--- src/rtl/vred_acc.sv ---
// Vector reduction accumulator: sums all lanes of Len_i beats into a wide accumulator and returns one scalar.
// Optional VRED_SAT_EN clamps the result to RESW and reports the clamp on Ovf_o; otherwise the result is truncated.
module vred_acc #(
  parameter int VECW = 32,
  parameter int DW   = 8,
  parameter int ACCW = 20,
  parameter int CNTW = 8,
  parameter int RESW = 16
) (
  input  logic            Clk_i,
  input  logic            Rst_i,
  input  logic            Start_i,
  input  logic [CNTW-1:0] Len_i,
  input  logic            Signed_i,
  input  logic            VecValid_i,
  input  logic [VECW-1:0] Vec_i,
  output logic            VecReady_o,
  output logic            Busy_o,
  output logic            ResValid_o,
  output logic [RESW-1:0] Res_o,
  input  logic            ResReady_i,
  output logic            Ovf_o
);

  localparam int LANES = VECW / DW;

  typedef enum logic [1:0] {IDLE, ACC, DRAIN, DONE} state_t;

  state_t          state;
  logic [CNTW-1:0] remaining;
  logic            signed_mode;
  logic            s1_vld;
  logic [ACCW-1:0] s1_sum;
  logic [ACCW-1:0] acc;
  logic [ACCW-1:0] lane_sum;
  logic [ACCW-1:0] acc_next;
  logic [RESW-1:0] res_next;
  logic            ovf_next;
  logic            accept;

  assign accept   = (state == ACC) && VecValid_i && VecReady_o;
  assign acc_next = acc + (s1_vld ? s1_sum : '0);

  // Sign extension is gated by the mode latched at Start_i, not the live input.
  always_comb begin
    lane_sum = '0;
    for (int i = 0; i < LANES; i++) begin
      lane_sum = lane_sum + {{(ACCW-DW){signed_mode & Vec_i[i*DW+DW-1]}}, Vec_i[i*DW +: DW]};
    end
  end

`ifdef VRED_SAT_EN
  always_comb begin
    res_next = acc_next[RESW-1:0];
    ovf_next = 1'b0;
    if (signed_mode) begin
      if (!acc_next[ACCW-1] && (acc_next[ACCW-2:RESW-1] != '0)) begin
        res_next = {1'b0, {(RESW-1){1'b1}}};
        ovf_next = 1'b1;
      end else if (acc_next[ACCW-1] && (acc_next[ACCW-2:RESW-1] != '1)) begin
        res_next = {1'b1, {(RESW-1){1'b0}}};
        ovf_next = 1'b1;
      end
    end else if (acc_next[ACCW-1:RESW] != '0) begin
      res_next = '1;
      ovf_next = 1'b1;
    end
  end
`else
  assign res_next = acc_next[RESW-1:0];
  assign ovf_next = 1'b0;
`endif

  always_ff @(posedge Clk_i) begin
    if (Rst_i) begin
      state       <= IDLE;
      remaining   <= '0;
      signed_mode <= 1'b0;
      s1_vld      <= 1'b0;
      s1_sum      <= '0;
      acc         <= '0;
      VecReady_o  <= 1'b0;
      Busy_o      <= 1'b0;
      ResValid_o  <= 1'b0;
      Res_o       <= '0;
      Ovf_o       <= 1'b0;
    end else begin
      s1_vld <= accept;
      if (accept) s1_sum <= lane_sum;
      acc <= acc_next;
      case (state)
        IDLE: begin
          if (Start_i) begin
            signed_mode <= Signed_i;
            acc         <= '0;
            Ovf_o       <= 1'b0;
            Busy_o      <= 1'b1;
            if (Len_i != '0) begin
              remaining  <= Len_i;
              VecReady_o <= 1'b1;
              state      <= ACC;
            end else begin
              Res_o      <= '0;
              ResValid_o <= 1'b1;
              state      <= DONE;
            end
          end
        end
        ACC: begin
          if (accept) begin
            remaining <= remaining - 1'b1;
            if (remaining == CNTW'(1)) begin
              VecReady_o <= 1'b0;
              state      <= DRAIN;
            end
          end
        end
        // The single pipeline stage holds the final beat here; it lands in acc_next this cycle.
        DRAIN: begin
          Res_o      <= res_next;
          Ovf_o      <= ovf_next;
          ResValid_o <= 1'b1;
          state      <= DONE;
        end
        DONE: begin
          if (ResReady_i) begin
            ResValid_o <= 1'b0;
            Busy_o     <= 1'b0;
            state      <= IDLE;
          end
        end
        default: state <= IDLE;
      endcase
    end
  end

endmodule

--- config.mk ---
export PLATFORM = sky130hd
export DESIGN_NAME = vred_acc
export DESIGN_NICKNAME = d
export VERILOG_FILES = /design/src/rtl/vred_acc.sv
export SDC_FILE = /design/constraint.sdc
export NUM_CORES = 1
export LEC_CHECK = 0
export CAP_MARGIN = 20
export CELL_PAD_IN_SITES_DETAIL_PLACEMENT = 0
export CELL_PAD_IN_SITES_GLOBAL_PLACEMENT = 1
export CORE_UTILIZATION = 41
export DETAILED_ROUTE_END_ITERATION = 8
export PLACE_DENSITY = 0.81
export SLEW_MARGIN = 10
export SYNTH_ARGS = -nofsm -noshare
export SYNTH_HDL_FRONTEND = slang
export SYNTH_SLANG_ARGS = --single-unit
--- constraint.sdc ---
create_clock -name Clk_i -period 4.4 [get_ports Clk_i]
set_clock_uncertainty 0.05 [all_clocks]
set_input_delay 0.88 -clock Clk_i [delete_from_list [all_inputs] [get_ports Clk_i]]
set_output_delay 0.88 -clock Clk_i [all_outputs]
set_load 0.01 [all_outputs]
Word level (Yosys, flattened, before mapping)

Index checks and enable logic that the tools add are counted.

Output and inout port bits: 20
Logic and storage cells: 75
Register bits after elaboration: 72
Input port bits: 46

Bitwise gates (word level): 4
Muxes and demuxes: 29
Reduce and logical (&&, ||, !) cells: 16
Eq/ne operators: 10
Add/sub/neg operators: 5

Operator list:

| kind                                             | number |
|---|---|
| two-way mux 20 bit                               | 3 |
| two-way mux 16 bit                               | 2 |
| case mux 16 bit (2 select lines)                 | 1 |
| two-way mux 8 bit                                | 3 |
| adder 20 bit                                     | 1 |
| case mux 8 bit (2 select lines)                  | 1 |
| adder 11 x 9 -> 12 bit                           | 1 |
| AND reduction 4 bit                              | 3 |
| adder 10 x 9 -> 11 bit                           | 1 |
| adder 9 x 9 -> 10 bit                            | 1 |
| two-way mux 2 bit                                | 5 |
| != test 2 bit, second input constant             | 5 |
| two-way mux 1 bit                                | 9 |
| == test 8 x 1 -> 1 bit, second input constant    | 1 |
| case mux 2 bit (4 select lines)                  | 1 |
| nonzero test 8 bit                               | 1 |
| subtractor 8 x 1 -> 8 bit, second input constant | 1 |
| case mux 1 bit (2 select lines)                  | 3 |
| AND reduction 3 bit                              | 2 |
| nonzero test 2 bit                               | 3 |
| AND reduction 5 bit                              | 1 |
| bitwise AND 1 bit                                | 4 |
| == test 2 bit, second input constant             | 2 |
| AND reduction 2 bit                              | 2 |
| other kinds (6)                                  | 7 |

Logic depth before layout (Yosys ltp)

Gate-level depths: netlist (run 1).

Word-level depth: 5
Depth in mapped cells: 12
Mapped depth without buffers: 12

Least setup slack after synthesis (run 1)

Ideal clock, no wire load.

Path type: input port to flip-flop
From: input Vec_i[1]
To: register s1_sum[9]
Data required time: 4.292 ns
Buffers on the path: 0
Arrival time: 3.650 ns
Setup slack: 0.642 ns
Cell stages on the path: 12
Library setup time: 0.058 ns
Cells stage by stage: inv_1 > fa_1 > inv_1 > fa_1 > ha_1 > fa_1 > a21oi_1 > o211ai_1 > a2111oi_0 > nor3_1 > nor4b_1 > a211o_1

Longest elaborated chain between the ends: 3

Ends and longest elaborated chain:

| item                   | RTL line | text |
|---|---|---|
| from (decl)            | 16       | `input logic [VECW-1:0] Vec_i,` |
| adder 9 x 9 -> 10 bit  | 48       | `lane_sum = lane_sum + {{(ACCW-DW){signed_mode & Vec_i[i*DW+DW-1]}}, Vec_i[i*DW +: DW]};` |
| adder 10 x 9 -> 11 bit | 48       |  |
| adder 11 x 9 -> 12 bit | 48       |  |
| to (signal assigned)   | 89       | `if (accept) s1_sum <= lane_sum;` |
| to (decl)              | 33       | `logic [ACCW-1:0] s1_sum;` |

No other way between the ends.
A chain may end at the register's enable or synchronous reset.

Worst setup path after layout (run 1)

Same ends and word-level chain as after synthesis.

==> metrics.yaml, run 1 <==
sta:
  finalSetupViolations: 0
  finalCritPeriodShare_pct: 93.1
  maxSlewViolCount: 0
  tightest_slew_ns: 0.987
  hold-worst-slack_ns: 0.398
  hold_viol: 0
  period_needed_ns: 4.10
  rsz0062_at_grt: "no"
  fmax_ghz: 0.244
  max-slew-margin-rel_pct: 34.1
yosys:
  syn_avg_cell_area_um2: 8.39
  synthCells: 491
  yosys.area.top_type: "dfxtp_1"
  yosysSeqAreaShare_pct: 28.7
  synth-edff-count: 0
  ys_types: 54
  synth_flop_cell: "dfxtp_1"
  synth.area.top_cells: "dfxtp_1, ha_1, fa_1"
  ys.warnings.count: 0
  synth_top_family_by_area: "simple AND/OR/NAND/NOR gates"
  synth-adder-area-share_pct: 19.8
  syn_area_um2: 4120
  synthMuxAreaShare_pct: 0.486
  synth-compound-area-share_pct: 19.8
  synth_xor_area_share_pct: 4.25
  synth-seq-cells: 59
  syn_nets: 590
  synthSimpleGateAreaFrac_pct: 20.0
  yosys.area.top_type_share_pct: 28.7
  async_flop_share_pct: 0
drt:
  via_per_inst: 4.97
  totalWireLength_mm: 8.63
  dr.pass1.iters: 4
  drtAntennaViolNets: 0
  num_vias: 3411
  dr.first_iter.drc_count: 104
  wire_per_inst_um: 12.6
  drc: 0
layout:
  multi_input_area_um2: 2660
  drive_gt1_share_pct: 5.24
  nFillCells: 947
  seq_area_um2: 1180
  syn_to_final_growth_pct: 22.1
  fin_nets: 647
  utilization_pct: 51.4
  n_antenna_cell: 0
critical_path:
  r2r_cells: 10
  crit_chain: "clkdlybuf4s50_1, inv_1, fa_1, inv_1, fa_1, ha_1, fa_1, a21oi_1, o211ai_1, a2111oi_2, nor3_1, nor4b_1, a211o_1"
  critPathMaxStageDelay_ns: 0.53
  cp_max_fo: 3
  r2r_start: "signed_mode"
  cp_slowest_cell: "fa_1"
  cp_common_cell: "fa_1"
  path_buf_inv: 3
  startpoint_type: "input port"
  crit_start: "Vec_i[1]"
  cp.depth: 13
  cp.required_ns: 4.63
  end_kind: "flip-flop"
  critical_path_class: "in -> reg"
  arrival_ns: 4.33
  path_delay_family: "adder cells"
grt:
  antenna_found_initial: 0
  grt_start_max_net_pins: 52
  grt_pass1_vias: 3202
  grt_pass1_wl_mm: 14.4
  overflow: 0
  grt.total_usage_pct: 17.5
cts:
  insertion_delay_ns: 0.34
  clockBufferDepth: 2
  clkTransAtPathRegs_ns: 0.06
  cts-root-buf: "clkbuf_8"
  htreeDepth: 3
  cts_tree: "done"
  cts_buffers: 9
  cts_sinks: 59
die:
  start_util_pct: 42.1
  fp.dieH_um: 102
  die_w_um: 102
  dieArea_um2: 10400
  rows: 36
  io_pins: 66
  core_area_um2: 9770
place:
  io_buffers: 64
  gp_congestion: 0.822
  dpl.hpwl_mm: 6.46
power_and_ir_drop:
  power_mw: 1.87
  p_per_area_nw_per_um2: 372
  p_leak_nw: 2.14
  ir_drop_v: 0.000161
job:
  drv_cap: 0
outcome:
  status: "complete, no violations"
worst_hold_path:
  hold_path_depth: 2
  worstHoldStart: "s1_sum[2]"
  min_path_type: "reg -> reg"
-- sequential cells by signal, summed over array words and instances, names as in the netlist --
name	count
Busy_o	1
ResValid_o	1
Res_o	16
VecReady_o	1
acc	16
remaining	8
s1_sum	12
s1_vld	1
signed_mode	1
state	2
-- layer usage --
metal | track usage [%] | vias to the layer above | wire length, um
li1 | - | 1801 | -
met3 | 3.69 | 8 | 276
met2 | 28.0 | 59 | 3960
met5 | 0 | - | 0
met1 | 22.9 | 1543 | 4290
met4 | 7.03 | 0 | 107
-- per-stage QoR --
step | worst slack [ns] | std cells | area (um2) | setup TNS (ns)
2_1_floorplan | 0.642 | 491 | 4120 | 0
3_3_place_gp | 0.0240 | 670 | 4850 | 0
3_5_place_dp | -0.103 | 670 | 4850 | -0.103
4_1_cts | 0.239 | 686 | 5020 | 0
5_1_grt | 0.0231 | 686 | 5030 | 0
6_report | 0.303 | 686 | 5030 | 0
-- layout make-up --
type,instances,area share [%]
clock buffer,14,3.24
clock inverter,2,0.199
timing repair buffer,65,12.9
sequential,59,23.5
multi-input combinational,360,52.9
tap,133,3.31
inverter,53,3.96
-- synthesized netlist by cell type (11+ instances only) --
library cell and count:
a211oi_1 12, a21oi_1 42, and2_1 14, clkbuf_1 13, dfxtp_1 59, fa_1 20
ha_1 33, inv_1 53, nand2_1 53, nand3_1 16, nor2_1 25, o21ai_0 16
o21ai_1 11, xnor2_1 12
-- placed cells by master (no fill, tap or decap), types with 16 or more instances in the layout --
cell and instances:
clkdlybuf4s50_1 64, nand3_1 16, dfxtp_1 59, nor2_1 25
ha_1 33, a21oi_1 42, fa_1 20, inv_1 53
o21ai_0 16, nand2_1 53
-- kinds of logic after synthesis --
family / Yosys count
AND/OR/NAND/NOR: 158
AO/OA/AOI/OAI: 126
other: 1
multiplexers: 2
XOR/XNOR: 20
buffers and inverters: 72
flip-flops: 59
adder cells (fa/ha/maj): 53
-- path summary, 6_finish.rpt --
path,end,slack [ns]
max reg2reg,s1_sum[10],1.36
min,s1_sum[2],0.40
max,s1_sum[9],0.30
min reg2reg,s1_sum[2],0.40
-- power breakdown --
group	switching (mW)	total, mW	internal [mW]
Clock	0.214	0.448	0.234
Combinational	0.442	0.777	0.336
Sequential	0.0528	0.644	0.591
Total	0.708	1.87	1.16
-- worst min-delay path, stage by stage (launching register included) --
cell,delay [ns]
dfxtp_1,0.30
nand2_1,0.05
a21oi_1,0.05
-- what timing repair did --
action | 4_1_cts | 5_1_grt
hold endpoints to repair | 0 | 0
hold buffers | 0 | 0
buffers inserted | 0 | 0
resized for setup | 0 | 2
setup endpoints to repair | 0 | 1
No activity file was read; power rests on OpenSTA's default activity.
==> run 2: changes to the inputs <==
--- a/config.mk
+++ b/config.mk
@@ -5,7 +5,6 @@
 export SDC_FILE = /design/constraint.sdc
 export NUM_CORES = 1
 export LEC_CHECK = 0
-export CAP_MARGIN = 20
 export CELL_PAD_IN_SITES_DETAIL_PLACEMENT = 0
 export CELL_PAD_IN_SITES_GLOBAL_PLACEMENT = 1
 export CORE_UTILIZATION = 41
==> results of run 2 <==
Final layout, timing and power as in run 1 (identical DEF).
